--- src/rtl/gyr_pkg.sv ---
// Shared definitions for the gyrator trim controller and its helpers.
//   - gyr_state_e : calibration FSM state encoding
//   - GYR_*       : default bank geometry and timing
//   - gyr_idx_w   : index width for an n-entry selector (never below 1)
package gyr_pkg;

    typedef enum logic [2:0] {
        S_IDLE,
        S_SCAN,
        S_TRIAL,
        S_SETTLE,
        S_DECIDE,
        S_DONE
    } gyr_state_e;

    localparam int GYR_NCH      = 4;
    localparam int GYR_TW       = 6;
    localparam int GYR_SETTLE   = 16;
    localparam int GYR_TRIM_RST = 1 << (GYR_TW - 1);

    function automatic int gyr_idx_w(input int n);
        return (n > 1) ? $clog2(n) : 1;
    endfunction

endpackage

--- src/rtl/gyr_cmp_sync.sv ---
// Two-flop synchroniser for an asynchronous comparator output.
//   clk_i : sampling clock
//   rst_i : asynchronous active-high reset, clears both flops
//   d_i   : asynchronous input
//   q_o   : synchronised output (two clock latency)
module gyr_cmp_sync (
    input  logic clk_i,
    input  logic rst_i,
    input  logic d_i,
    output logic q_o
);

    logic meta_q;
    logic sync_q;

    always_ff @(posedge clk_i or posedge rst_i) begin
        if (rst_i) begin
            meta_q <= 1'b0;
            sync_q <= 1'b0;
        end else begin
            meta_q <= d_i;
            sync_q <= meta_q;
        end
    end

    assign q_o = sync_q;

endmodule

--- src/rtl/gyrator_trim_sar.sv ---
// Successive-approximation gm trim controller for a bank of gyrator channels.
//   wb_clk_i / wb_rst_i   : clock, asynchronous active-high reset
//   start_i, abort_i      : sweep start pulse, sweep abort level
//   ch_mask_i             : channels to calibrate, captured at start
//   cmp_i                 : async comparator, 1 = gm too high
//   wr_en_i/wr_ch_i/wr_data_i : manual trim write (IDLE only)
//   trim_o                : packed trim codes, channel c at [c*TW +: TW]
//   cur_ch_o, cal_en_o    : comparator mux select and path enable
//   busy_o, done_o        : sweep active, end-of-sweep pulse
//
// state  | meaning
// IDLE   | waiting for start, manual writes accepted
// SCAN   | find next masked channel at or above idx
// TRIAL  | set the bit under test, load settle timer
// SETTLE | wait for analog path and comparator sync
// DECIDE | keep or drop the bit, step to next bit/channel
// DONE   | one-cycle done pulse
module gyrator_trim_sar
    import gyr_pkg::*;
#(
    parameter int NCH      = GYR_NCH,
    parameter int TW       = GYR_TW,
    parameter int SETTLE   = GYR_SETTLE,
    parameter int TRIM_RST = 1 << (TW - 1)
) (
    input  logic                      wb_clk_i,
    input  logic                      wb_rst_i,
    input  logic                      start_i,
    input  logic                      abort_i,
    input  logic [NCH-1:0]            ch_mask_i,
    input  logic                      cmp_i,
    input  logic                      wr_en_i,
    input  logic [gyr_idx_w(NCH)-1:0] wr_ch_i,
    input  logic [TW-1:0]             wr_data_i,
    output logic [NCH*TW-1:0]         trim_o,
    output logic [gyr_idx_w(NCH)-1:0] cur_ch_o,
    output logic                      cal_en_o,
    output logic                      busy_o,
    output logic                      done_o
);

    localparam int CW   = gyr_idx_w(NCH);
    localparam int BW   = gyr_idx_w(TW);
    localparam int CNTW = gyr_idx_w(SETTLE);

    gyr_state_e                state_q;
    logic [NCH-1:0][TW-1:0]    trim_q;
    logic [NCH-1:0]            mask_q;
    logic [CW:0]               idx_q;    // one extra bit so idx can reach NCH
    logic [CW-1:0]             cur_ch_q;
    logic [BW-1:0]             bit_q;
    logic [CNTW-1:0]           cnt_q;
    logic [TW-1:0]             bak_q;
    logic                      cal_en_q;
    logic                      busy_q;
    logic                      done_q;
    logic                      cmp_s;

    logic                      scan_hit_d;
    logic [CW-1:0]             scan_ch_d;

    gyr_cmp_sync u_cmp_sync (
        .clk_i (wb_clk_i),
        .rst_i (wb_rst_i),
        .d_i   (cmp_i),
        .q_o   (cmp_s)
    );

    // Lowest masked channel at or above idx; descending loop so the lowest wins.
    always_comb begin
        scan_hit_d = 1'b0;
        scan_ch_d  = '0;
        for (int c = NCH - 1; c >= 0; c--) begin
            if (mask_q[c] && (c >= int'(idx_q))) begin
                scan_hit_d = 1'b1;
                scan_ch_d  = CW'(c);
            end
        end
    end

    always_ff @(posedge wb_clk_i or posedge wb_rst_i) begin
        if (wb_rst_i) begin
            state_q  <= S_IDLE;
            for (int c = 0; c < NCH; c++) trim_q[c] <= TW'(TRIM_RST);
            mask_q   <= '0;
            idx_q    <= '0;
            cur_ch_q <= '0;
            bit_q    <= '0;
            cnt_q    <= '0;
            bak_q    <= '0;
            cal_en_q <= 1'b0;
            busy_q   <= 1'b0;
            done_q   <= 1'b0;
        end else begin
            done_q <= 1'b0;
            if (state_q != S_IDLE && abort_i) begin
                // Only a channel mid-search holds a partial code worth undoing.
                if (state_q inside {S_TRIAL, S_SETTLE, S_DECIDE})
                    trim_q[cur_ch_q] <= bak_q;
                state_q  <= S_IDLE;
                busy_q   <= 1'b0;
                cal_en_q <= 1'b0;
            end else begin
                case (state_q)
                    S_IDLE: begin
                        if (wr_en_i && (int'(wr_ch_i) < NCH))
                            trim_q[wr_ch_i] <= wr_data_i;
                        if (start_i && !abort_i) begin
                            mask_q  <= ch_mask_i;
                            idx_q   <= '0;
                            busy_q  <= 1'b1;
                            state_q <= S_SCAN;
                        end
                    end
                    S_SCAN: begin
                        if (scan_hit_d) begin
                            cur_ch_q          <= scan_ch_d;
                            bak_q             <= trim_q[scan_ch_d];
                            trim_q[scan_ch_d] <= '0;
                            bit_q             <= BW'(TW - 1);
                            cal_en_q          <= 1'b1;
                            state_q           <= S_TRIAL;
                        end else begin
                            done_q  <= 1'b1;
                            state_q <= S_DONE;
                        end
                    end
                    S_TRIAL: begin
                        trim_q[cur_ch_q][bit_q] <= 1'b1;
                        cnt_q                   <= CNTW'(SETTLE - 1);
                        state_q                 <= S_SETTLE;
                    end
                    S_SETTLE: begin
                        if (cnt_q == '0) state_q <= S_DECIDE;
                        else             cnt_q   <= cnt_q - 1'b1;
                    end
                    S_DECIDE: begin
                        if (cmp_s) trim_q[cur_ch_q][bit_q] <= 1'b0;
                        if (bit_q != '0) begin
                            bit_q   <= bit_q - 1'b1;
                            state_q <= S_TRIAL;
                        end else begin
                            // Past the last channel idx becomes NCH and SCAN finds nothing.
                            idx_q    <= {1'b0, cur_ch_q} + (CW + 1)'(1);
                            cal_en_q <= 1'b0;
                            state_q  <= S_SCAN;
                        end
                    end
                    S_DONE: begin
                        busy_q  <= 1'b0;
                        state_q <= S_IDLE;
                    end
                    default: state_q <= S_IDLE;
                endcase
            end
        end
    end

    assign trim_o   = trim_q;
    assign cur_ch_o = cur_ch_q;
    assign cal_en_o = cal_en_q;
    assign busy_o   = busy_q;
    assign done_o   = done_q;

endmodule

--- config.mk ---
export PLATFORM = sky130hd
export DESIGN_NAME = gyrator_trim_sar
export DESIGN_NICKNAME = d
export VERILOG_FILES = /design/src/rtl/gyr_pkg.sv /design/src/rtl/gyr_cmp_sync.sv /design/src/rtl/gyrator_trim_sar.sv
export SDC_FILE = /design/constraint.sdc
export NUM_CORES = 1
export LEC_CHECK = 0
export CAP_MARGIN = 20
export CELL_PAD_IN_SITES_DETAIL_PLACEMENT = 0
export CELL_PAD_IN_SITES_GLOBAL_PLACEMENT = 2
export CORE_MARGIN = 3
export CORE_UTILIZATION = 36
export CTS_CLUSTER_DIAMETER = 120
export DETAILED_ROUTE_END_ITERATION = 8
export PLACE_DENSITY_LB_ADDON = 0.1
export RECOVER_POWER = 50
export SKIP_LAST_GASP = 1
export SLEW_MARGIN = 0
export SYNTH_ARGS = -nofsm -noshare
export SYNTH_HDL_FRONTEND = slang
export SYNTH_SLANG_ARGS = --single-unit
export TNS_END_PERCENT = 20
--- constraint.sdc ---
create_clock -name wb_clk_i -period 3.2 [get_ports wb_clk_i]
set_clock_uncertainty 0.2 [all_clocks]
set_input_delay 0.64 -clock wb_clk_i [delete_from_list [all_inputs] [get_ports wb_clk_i]]
set_output_delay 0.64 -clock wb_clk_i [all_outputs]
set_load 0.05 [all_outputs]
* After elaboration in Yosys (flattened, before gate mapping)
Cells that the tools add are included.
Storage, ports and cells: bits in registers 54, input bits 18, output and inout bits 29, logic and storage cells 137
Operators by class: add/sub/neg operators 3, $lt $le $gt $ge 12, equality and inequality tests 17, mux-type cells 52, bitwise logic cells 6, reduce and logical (&&, ||, !) cells 31
Operator list (count):
- two-way mux 24 bit | 5
- one-hot mux 24 bit (4 select lines) | 1
- bitwise AND 24 bit | 2
- bitwise mux 24 bit | 2
- demux 6 bit (select 2 bit) | 4
- NOT 24 bit | 2
- two-way mux 6 bit | 5
- two-way mux 3 bit | 8
- bitwise OR 24 bit | 1
- one-hot mux 3 bit (5 select lines) | 1
- nonzero test 3 bit | 5
- two-way mux 1 bit | 13
- binary-select mux 6 bit (select 2 bit) | 1
- inequality test 3 bit (second input constant) | 4
- one-hot mux 3 bit (2 select lines) | 2
- AND reduction 3 bit | 4
- logical AND 1 bit | 10
- two-way mux 2 bit | 5
- less-than comparator 2 x 3 -> 1 bit (second input constant) | 3
- inequality test 2 bit (second input constant) | 4
- one-hot mux 4 bit (2 select lines) | 1
- AND reduction 4 bit | 2
- == test 3 x 2 -> 1 bit (second input constant) | 2
- == test 3 bit (second input constant) | 2
- other kinds (22) | 32

* Depth between registers and ports, before layout
depth after elaboration 15, mapped depth 9, gate-level depth less buffers 8

* Modules after synthesis
Synthesis repeated with hierarchy kept, for this count alone.
Unflattened totals: cell total of the unflattened synthesis 521, area total of the unflattened synthesis 4408.0 um^2
Modules (own cells, without submodules):
- gyrator_trim_sar | times used 1, cells each 518, area an instance 4354.2 um^2, sequential area each 1306.3 um^2
- gyr_cmp_sync | times used 1, cells each 3, area an instance 53.8 um^2, sequential area each 50.0 um^2

* Worst setup path after synthesis
Ideal clock, no wire load.
path type flip-flop to flip-flop, start reg cur_ch_q[1] (netlist: cur_ch_o[1]), end reg trim_q, in the netlist trim_o[17], library setup time 0.078 ns, arrival time 1.917 ns, required time 2.922 ns, path slack 1.004 ns, stages on the path, launching flop included 8, path buffers 2, clock period less this slack 2.196 ns, path through dfrtp_1 > ha_1 > clkbuf_1 > clkbuf_1 > nand2_1 > o21ai_0 > o21ai_0 > a31o_2
Between the ends: word-level cells in the longest chain between the ends 9, elaborated cells between the ends (all ways) 15, those cells by class 2 x order compare; 9 x mux; 3 x bitwise; 1 x reduce/logical
Ends and longest elaborated chain:
- start: declaration | RTL line gyrator_trim_sar.sv:50 | logic [CW-1:0] cur_ch_q;
- start signal: assignment | RTL line gyrator_trim_sar.sv:117 | cur_ch_q <= scan_ch_d;
- less-than comparator 2 x 3 -> 1 bit (implied by the code) or >= comparator 2 x 1 -> 1 bit (tied branches) | RTL line gyrator_trim_sar.sv:99, gyrator_trim_sar.sv:129, gyrator_trim_sar.sv:138
- logical AND 1 bit (implied by the code) | RTL line gyrator_trim_sar.sv:99, gyrator_trim_sar.sv:129, gyrator_trim_sar.sv:138
- two-way mux 6 bit (implied by the code) | RTL line gyrator_trim_sar.sv:129, gyrator_trim_sar.sv:138
- demux 6 bit (select 2 bit) | RTL line gyrator_trim_sar.sv:129, gyrator_trim_sar.sv:138
- NOT 24 bit (no source line)
- bitwise AND 24 bit (no source line)
- two-way mux 24 bit | RTL line gyrator_trim_sar.sv:138 | if (cmp_s) trim_q[cur_ch_q][bit_q] <= 1'b0;
- one-hot mux 24 bit (4 select lines) | RTL line gyrator_trim_sar.sv:104 | case (state_q)
- two-way mux 24 bit (*) | RTL line gyrator_trim_sar.sv:96 | if (state_q != S_IDLE && abort_i) begin
- end signal: indexed assignment | RTL line gyrator_trim_sar.sv:99 | trim_q[cur_ch_q] <= bak_q;
- end signal: indexed assignment | RTL line gyrator_trim_sar.sv:107 | trim_q[wr_ch_i] <= wr_data_i;
- end: declaration | RTL line gyrator_trim_sar.sv:47 | logic [NCH-1:0][TW-1:0] trim_q;
Every way passes the cells marked *; elsewhere a longest branch is shown, timed or not. The select of a mux whose other input is x is not followed. A chain may end at the register's enable or synchronous reset.

* Worst setup path after layout
start in abort_i, end reg cnt_q[3]
Between the ends: word-level cells in the longest chain between the ends 3
Ends and longest elaborated chain:
- start: declaration | RTL line gyrator_trim_sar.sv:29 | input logic abort_i,
- logical AND 1 bit | RTL line gyrator_trim_sar.sv:96
- NOT 1 bit (no source line)
- AND reduction 3 bit (no source line)
- end signal: assignment | RTL line gyrator_trim_sar.sv:130 | cnt_q <= CNTW'(SETTLE - 1);
- end signal: assignment | RTL line gyrator_trim_sar.sv:135 | else cnt_q <= cnt_q - 1'b1;
- end: declaration | RTL line gyrator_trim_sar.sv:52 | logic [CNTW-1:0] cnt_q;
No other way between the ends.

==> results.md <==
- Hold Path Depth: 0
- Crit path time final: 2880 ps
- Number of global-route vias before repair: roughly 3,800
- Pwr/cell area: approximately 900 nW/um^2
- Synth area leaders: dfrtp_1 31%, a21oi_1 8.4%, nand3_1 5.5%
- Via density: ~6
- Status: finished clean
- Pin slew with the least headroom to its limit: roughly 1000 ps
- Fin util: between 40 and 50%
- Final period util: about nine tenths
- Pwr Total: ~4.4 mW
- Buffers on Ports: 46
- RePlAce Congestion: 0.834
- Critical path startpoint category: input pin
- FF-to-FF path depth: 6
- Setup TNS Final: 0 ps
- Filler-free cell count of the finished design: 677
- Required time of the worst setup path: roughly 3200 ps
- Clock Sinks: 54
- CTS tree: yes
- Worst Path Max Fanout: 12
- Post-CTS Setup Bufs: 0
- Hold EP: u_cmp_sync.q_o
- Headroom to the max-slew limit: between 30% and 40%
- Total number of vias: 4,007
- Synthesized Nets: 524
- H-tree depth: 2
- Layout area overhead: 18.4%
- DRC: 0
- Fillcell total: 1,105
- #FFs+latches synth: 54
- Die H: roughly 110 um
- CP Class: in -> reg
- Clock network fraction of total power: between 10% and 20%
- Total track usage: 22.1%
- RSZ-0062 raised after global routing: false
- Fmax: approximately 350 MHz
- Max VDD drop: 0.000475 V
- Hold bufs inserted after CTS: 0
- Async SR Flop Fraction: 100%
- Post-DP HPWL: just under 10,000 um
- EDFF count, synth: 0
- Chip Width: around 110 um
- Reg2Reg Capture Point: trim_o[21]
- Synth warn: 0
- CP Capture Type: flop
- First-pass GRT wire length: around 22,000 um
- Share of layout cells above drive strength 1: between 10% and 20%
- Initial core utilization: a little under two fifths
- Cell taking the most area after synthesis: dfrtp_1
- Clk buf depth: 2
- Iteration count of the initial detailed-routing pass: 6
- Seq pwr share: between 20% and 30%
- Hold crit path type: reg -> reg
- Switching power: roughly 2.2 mW
- Clock transition at path regs: about 110 ps
- Placed cell count: 669
- Avg Synthesized Cell Area: between 7 and 8 um^2
- ANT cells: 0
- Final nets: ~570
- MaxCap Viol Count: 0
- Worst r2r src: state_q[2]
- Sw Share: approximately 51%
- Worst skew pair latency: slightly above 300 ps
- Synth unique cells: 64
- Final hold viol count: 0
- Cell Area, Synth: around 4000 um^2
- Setup slack, reg-to-reg: around 600 ps
- Leading cell types in the layout, fill and taps excluded: 67 x a21oi_1, 52 x nand2_1, 50 x dfrtp_1
- Clock root buffer: clkbuf_8
- Initial antenna violation count: 0
- Int Pwr: about 2.1 mW
- Seq/Total Area, Yosys: 34.1%
- Post-route ant nets: 0
- Routed wire per std cell: roughly 20 um
- Row cnt: 37
- Final setup viols: 0
- Final WL: approximately 14,000 um
- Io pins: 47
- Commonest non-fill, non-tap cell in the layout: a21oi_1
- Largest net degree at the start of global routing: 33
- Synth Flop Type: dfrtp_1
- DR iter-0 viols: 383
- Core ar.: 10,600 um^2
- Lkg Pwr: about 1.9 nW
- Share of the synthesized area in the top cell type: around a third
- WP data arrival: about 2900 ps
- GRT overflow: 0
- Die area: 12,400 um^2
- Max-slew violations: 0
- Hold path start: u_cmp_sync.meta_q
- CTS buffer count: 5
- # resized after CTS: 0
- Combinational Power Share: between 50% and 60%
- Cells after synthesis: ~500
power by group through the flow:
| stage | logic (mW) | clock network (mW) | registers, mW |
|---|---|---|---|
| 5_1_grt | 2.77 | 0.553 | 1.34 |
| 3_5_place_dp | 2.55 | 0 | 1.30 |
| 2_1_floorplan | 1.26 | 0 | 1.72 |
| 4_1_cts | 2.56 | 0.521 | 1.28 |
| 6_report | 2.57 | 0.509 | 1.29 |
| 3_3_place_gp | 2.53 | 0 | 1.29 |
per-stage QoR:
step           cell area [um^2]  worst slack [ps]  hold WS, ps
2_1_floorplan              3980              1000          131
3_3_place_gp               4630               293          136
3_5_place_dp               4630               198          146
4_1_cts                    4750               529          172
5_1_grt                    4710               187          180
6_report                   4710               322          167
routing by layer:
metal,vias up,global-route usage [%],wire length [um],part of all wire (%)
met1,1940,36.4,6820,50
met2,145,30.5,5900,43
li1,1913,-,-,-
met3,9,3.11,948,6.9
met4,0,3.81,83,0.60
met5,-,0,0,0
worst max path at each step:
stage	slack, ps	depth (start not counted)	to	start
global placement	290	7	trim_o[6]	abort_i
detailed placement	200	7	trim_o[10]	abort_i
floorplan	1000	7	trim_o[17]	cur_ch_o[1]
finish	320	6	cnt_q[3]	abort_i
CTS	530	7	trim_o[10]	abort_i
global route	190	6	cnt_q[3]	abort_i
cells in the mapped netlist, types with 4 or more instances:
library cell and number:
o211ai_1 5, ha_1 7, nor2b_1 9, o22ai_1 4
a31oi_1 19, buf_2 10, and3_1 4, inv_1 11
a21oi_1 67, a222oi_1 6, nand2b_1 9, nor3_1 6
nor2_1 29, a22o_1 5, mux2_2 12, dfstp_2 4
dfrtp_1 50, or3_1 14, o22a_1 7, nand2_1 52
o21ai_0 36, o21ai_1 10, nand3_1 44, clkbuf_1 21
registers in the layout, indices dropped and copies added, names as in the netlist:
signal / count
u_cmp_sync.q_o: 1
u_cmp_sync.meta_q: 1
cur_ch_o: 2
state_q: 3
bit_q: 3
mask_q: 4
done_o: 1
cal_en_o: 1
bak_q: 6
idx_q: 3
trim_o: 24
cnt_q: 4
busy_o: 1
final cells by class:
| class | count | area, um^2 | share of cell area, % |
|---|---|---|---|
| tap | 136 | 170 | 3.61 |
| inverter | 13 | 48.8 | 1.04 |
| multi-input combinational | 394 | 2380 | 50.4 |
| clock buffer | 7 | 86.3 | 1.83 |
| timing repair buffer | 72 | 646 | 13.7 |
| sequential | 54 | 1360 | 28.8 |
| clock inverter | 1 | 30.0 | 0.637 |
kinds of logic after synthesis:
logic type,after synthesis,share of synthesized area [%]
fa+ha+maj,7,2.20
compound gates,184,29.6
buf+inv,51,5.88
flops,54,34.1
mux,14,3.96
simple gates,189,24.3
critical path, cell delays in order:
cell and delay, ps:
dlygate4sd3_1 710, nand2b_1 240, a211oi_1 560, nand3_1 290, o41ai_1 320, o21ai_1 110
No activity file was read; power rests on OpenSTA's default activity.
